## src/rtl/link_rx.sv

```systemverilog
// Inter-board link receiver: oversamples the remote TX pin, deframes 8N1 bytes
// and decodes them into remote key pulses and a 10-bit remote throw force.
module link_rx #(
  parameter int CLKS_PER_BIT = 564
) (
  input  logic       clk,
  input  logic       rst,
  input  logic       rx,
  output logic       space_remote,
  output logic       enter_remote,
  output logic [9:0] force_remote,
  output logic       force_valid,
  output logic       frame_err
);

  localparam int CNT_W = $clog2(CLKS_PER_BIT);
  localparam logic [CNT_W-1:0] CNT_LAST = CNT_W'(CLKS_PER_BIT - 1);
  localparam logic [CNT_W-1:0] CNT_HALF = CNT_W'(CLKS_PER_BIT / 2 - 1);
  localparam logic [CNT_W-1:0] CNT_ONE  = CNT_W'(1);

  typedef enum logic [2:0] {
    S_IDLE,
    S_START,
    S_DATA,
    S_STOP,
    S_DECODE,
    S_WAIT_IDLE
  } state_t;

  localparam logic [1:0] OP_KEY     = 2'b00;
  localparam logic [1:0] OP_RSVD    = 2'b01;
  localparam logic [1:0] OP_FORCE_H = 2'b10;
  localparam logic [1:0] OP_FORCE_L = 2'b11;

  state_t           state, state_nxt;
  logic             rx_p0, rx_p1;
  logic [CNT_W-1:0] cnt, cnt_nxt;
  logic [2:0]       idx, idx_nxt;
  logic [7:0]       shreg;
  logic [4:0]       hi_buf;
  logic             hi_pend;
  logic             shift_en;
  logic             byte_done;
  logic             stop_bad;

  // Stage p0/p1: two-flop synchronizer; idles high so reset must not fake a start bit
  always_ff @(posedge clk) begin
    if (rst) begin
      rx_p0 <= 1'b1;
      rx_p1 <= 1'b1;
    end else begin
      rx_p0 <= rx;
      rx_p1 <= rx_p0;
    end
  end

  always_ff @(posedge clk) begin
    if (rst) begin
      state <= S_IDLE;
      cnt   <= '0;
      idx   <= '0;
    end else begin
      state <= state_nxt;
      cnt   <= cnt_nxt;
      idx   <= idx_nxt;
    end
  end

  always_comb begin
    state_nxt = state;
    cnt_nxt   = cnt + CNT_ONE;
    idx_nxt   = idx;
    shift_en  = 1'b0;
    byte_done = 1'b0;
    stop_bad  = 1'b0;
    case (state)
      S_IDLE: begin
        cnt_nxt = '0;
        idx_nxt = '0;
        if (!rx_p1) state_nxt = S_START;
      end
      S_START: begin
        // Half a bit into the start bit: a line already back high was a glitch
        if (cnt == CNT_HALF) begin
          cnt_nxt   = '0;
          idx_nxt   = '0;
          state_nxt = rx_p1 ? S_IDLE : S_DATA;
        end
      end
      S_DATA: begin
        if (cnt == CNT_LAST) begin
          cnt_nxt  = '0;
          shift_en = 1'b1;
          idx_nxt  = idx + 3'd1;
          if (idx == 3'd7) state_nxt = S_STOP;
        end
      end
      S_STOP: begin
        if (cnt == CNT_LAST) begin
          cnt_nxt = '0;
          if (rx_p1) begin
            byte_done = 1'b1;
            state_nxt = S_DECODE;
          end else begin
            stop_bad  = 1'b1;
            state_nxt = S_WAIT_IDLE;
          end
        end
      end
      S_DECODE: begin
        cnt_nxt   = '0;
        state_nxt = S_IDLE;
      end
      S_WAIT_IDLE: begin
        // A held-low break must return high before another start is accepted
        cnt_nxt = '0;
        if (rx_p1) state_nxt = S_IDLE;
      end
      default: begin
        cnt_nxt   = '0;
        state_nxt = S_IDLE;
      end
    endcase
  end

  always_ff @(posedge clk) begin
    if (shift_en) shreg <= {rx_p1, shreg[7:1]};
  end

  // Stage p2: decode registered on the stop-bit sample, so pulses appear in the DECODE cycle
  always_ff @(posedge clk) begin
    if (rst) begin
      space_remote <= 1'b0;
      enter_remote <= 1'b0;
      force_valid  <= 1'b0;
      frame_err    <= 1'b0;
      force_remote <= '0;
      hi_buf       <= '0;
      hi_pend      <= 1'b0;
    end else begin
      space_remote <= 1'b0;
      enter_remote <= 1'b0;
      force_valid  <= 1'b0;
      frame_err    <= 1'b0;
      if (stop_bad) begin
        frame_err <= 1'b1;
        hi_pend   <= 1'b0;
      end else if (byte_done) begin
        case (shreg[7:6])
          OP_KEY: begin
            space_remote <= shreg[0];
            enter_remote <= shreg[1];
          end
          OP_RSVD: begin
            frame_err <= 1'b1;
            hi_pend   <= 1'b0;
          end
          OP_FORCE_H: begin
            hi_buf  <= shreg[4:0];
            hi_pend <= 1'b1;
          end
          OP_FORCE_L: begin
            if (hi_pend) begin
              force_remote <= {hi_buf, shreg[4:0]};
              force_valid  <= 1'b1;
              hi_pend      <= 1'b0;
            end else begin
              frame_err <= 1'b1;
            end
          end
          default: frame_err <= 1'b1;
        endcase
      end
    end
  end

endmodule

```

## config.mk

```make
export PLATFORM = sky130hd
export DESIGN_NAME = link_rx
export DESIGN_NICKNAME = d
export VERILOG_FILES = /design/src/rtl/link_rx.sv
export SDC_FILE = /design/constraint.sdc
export NUM_CORES = 1
export LEC_CHECK = 0
export ABC_CLOCK_PERIOD_IN_PS = 2620
export BUFFER_PORTS_ARGS = -buffer_cell sky130_fd_sc_hd__buf_2
export CORE_MARGIN = 1
export CORE_UTILIZATION = 23
export DETAILED_ROUTE_END_ITERATION = 6
export GPL_ROUTABILITY_DRIVEN = 0
export HOLD_SLACK_MARGIN = 0.06
export PLACE_DENSITY = 0.42
export RECOVER_POWER = 25
export SLEW_MARGIN = 0
export SYNTH_ARGS = -nofsm -noshare
export SYNTH_HDL_FRONTEND = slang
export SYNTH_SLANG_ARGS = --single-unit
```

## constraint.sdc

```tcl
create_clock -name clk -period 2.62 [get_ports clk]
set_input_delay 0.262 -clock clk [delete_from_list [all_inputs] [get_ports clk]]
set_output_delay 0.262 -clock clk [all_outputs]
set_load 0.03 [all_outputs]
```

==> impl_metrics.tcl <==
set metrics [dict create \
    status "complete, no violations" \
    hold_start "rx" \
    cts_tree "done" \
    synth_nets 197 \
    cts_root_buffer "clkbuf_8" \
    dr.pass1.iters 4 \
    p_leak_uw 0.000741 \
    post-place-ws_ns 0.516 \
    netlist_instances 190 \
    switching_share 0.226 \
    synth_warnings 0 \
    die_w_um 93.4 \
    drtIter0Drc 63 \
    postCtsResizedCells 0 \
    fin_ws_ns 0.529 \
    reg2regPathDepth 5 \
    max_stage_delay_ns 0.58 \
    initial_core_util 0.243 \
    hold_depth 2 \
    finalSetupViolCount 0 \
    antenna_found_initial 0 \
    grt_overflow 0 \
    rr_endpoint "force_remote[7]" \
    synth_area_leaders "dfxtp_1, edfxtp_1, a31o_1" \
    num_vias 1402 \
    portBuffers 16 \
    grt_pass1_vias 1358 \
    die_h_um 93.4 \
    synth-edff-count 8 \
    power.density_nw_per_um2 543 \
    synth_area_per_cell_um2 10.1 \
    ir_drop_mv 0.197 \
    min_period_ns 2.09 \
    synthDistinctLibCells 45 \
    rsz0062_at_grt "no" \
    maxCapViolCount 0 \
    tns_ns 0 \
    syn2layout_area_growth_pct 13.7 \
    min_to "rx_p0" \
    synth_top_cell_by_area "dfxtp_1" \
    fin_nets 213 \
    drive_gt1_frac 0.121 \
    max-clock-path-buffers 2 \
    drc 0 \
    pwr-share-seq 0.610 \
    avgRoutedWirePerCell_um 12.4 \
    num_io_pins 17 \
    holdWs_ns 0.154 \
    postLayoutCoreUtil 0.277 \
    tightest_slew_ns 0.580 \
    cts-buffers-inserted 5 \
    routed_wl_um 3830 \
    setup.worst_path.end_class "flip-flop" \
    synthArstFlopShare 0 \
    insertion_delay_ns 0.30 \
    layout_common_cells "dfxtp_1, nor2_1, nand2_1" \
    hpwl_um 2640 \
    cp_max_fo 10 \
    core_um2 7890 \
    grt_max_degree 26 \
    criticalPathCategory "reg2reg" \
    netlist_area_um2 1920 \
    path_cells "ha_1 -> and4b_1 -> nand3_2 -> or3_1 -> a31o_1" \
    clock_sinks 46 \
    synth_top_cell_area_share 0.396 \
    yosysSeqAreaShare 0.521 \
    diodes 0 \
    internal_power_uw 917 \
    clkPwrFrac 0.366 \
    htreeDepth 2 \
    grt_first_pass_wirelength_um 6540 \
    ys_ff_latch 46 \
    viasPerCell 4.54 \
    worstPathArrival_ns 2.29 \
    crit_path_start_kind "flip-flop" \
    slew_violations 0 \
    rows 32 \
    reg2reg_from "cnt[0]" \
    required_ns 2.82 \
    cts-hold-fix-buffers 0 \
    antenna_left 0 \
    cts_setup_buffers 0 \
    slowest_stage "or3_1" \
    p_comb_frac 0.024 \
    ff2ff_setup_slack_ns 0.53 \
    grt_util_all_layers 0.0981 \
    die-area_um2 8720 \
    p_sw_uw 268 \
    layout_commonest_cell "dfxtp_1" \
    hold_path.class "in2reg" \
    clk_pin_slew_ns 0.09 \
    fin_crit_sh 0.798 \
    synth_top_flop_cell "dfxtp_1" \
    fin_skew_ns 0.00895 \
    hold_violations 0 \
    relSlewSlack 0.611 \
    fmax_mhz 478 \
]
[registers in the layout, indices dropped and copies added (netlist names), 3 cells and up]
register	flops
cnt	10
idx	3
hi_buf	5
shreg	8
state	3
force_remote	10
[routing by layer]
layer	track usage	part of all wire	wire, um	vias up
met3	0.0228	0.034	129	6
met2	0.126	0.38	1440	23
met4	0.0500	0.022	85	0
li1	-	-	-	728
met5	0	0	0	-
met1	0.148	0.57	2180	645
[through the flow]
step	power (uW)	cells	cell area, um^2
6_report	1190	309	2180
5_1_grt	1230	309	2180
4_1_cts	1200	309	2190
3_5_place_dp	769	301	2110
3_3_place_gp	769	301	2110
2_1_floorplan	760	190	1920
[worst max path at each step]
| stage | cells past startpoint | from | endpoint | slack, ns |
|---|---|---|---|---|
| floorplan | 5 | cnt[0] | shreg[0] | 0.62 |
| global placement | 5 | cnt[0] | force_remote[2] | 0.56 |
| detailed placement | 5 | cnt[0] | force_remote[3] | 0.52 |
| CTS | 5 | cnt[0] | force_remote[3] | 0.52 |
| global route | 5 | cnt[0] | force_remote[0] | 0.40 |
| finish | 5 | cnt[0] | force_remote[7] | 0.53 |
[synth_stat cells (3+ instances only)]
cell type and instances:
mux2i_1 8, dfxtp_1 38, and2_1 3, nor2_1 19, ha_1 4, or3_1 3
a21oi_1 4, nand3_1 8, xor2_1 4, edfxtp_1 8, nand4_1 6, a31o_1 10
xnor2_1 4, nor4_1 10, nand2_1 19, clkbuf_1 8
[cell type report]
type | instances | area, um^2
Fill cell | 836 | 5700
Sequential cell | 46 | 1000
Multi-Input combinational cell | 130 | 858
Tap cell | 102 | 128
Timing Repair Buffer | 20 | 100
Clock buffer | 6 | 72.6
Clock inverter | 2 | 13.8
Inverter | 3 | 11.3
[worst max-delay path: cells and delay by family (launching register included)]
kind / cells / cell delay [ns]
AO/OA/AOI/OAI: 1 / 0.28
adder cells (fa/ha/maj): 1 / 0.27
flip-flops: 1 / 0.40
AND/OR/NAND/NOR: 3 / 1.05
[power by group through the flow]
stage / Clock, uW / Combinational, uW / Sequential [uW]
floorplan: 0 / 22.2 / 737
global placement: 0 / 29.7 / 740
detailed placement: 0 / 29.3 / 740
CTS: 447 / 29.5 / 723
global route: 474 / 32.8 / 724
finish: 434 / 28.9 / 723
[cells by family (layout without fill, tap and decap cells)]
| group | after synthesis | in the layout | synth area share |
|---|---|---|---|
| and+or+nand+nor | 86 | 86 | 0.243 |
| muxes | 8 | 8 | 0.0417 |
| adders and majority gates | 4 | 4 | 0.0261 |
| DFF | 46 | 46 | 0.521 |
| buffers and inverters | 14 | 31 | 0.0319 |
| xor gates and xnor gates | 8 | 8 | 0.0365 |
| AOI/OAI and AO/OA | 24 | 24 | 0.0997 |
No activity file was read; power rests on OpenSTA's default activity.
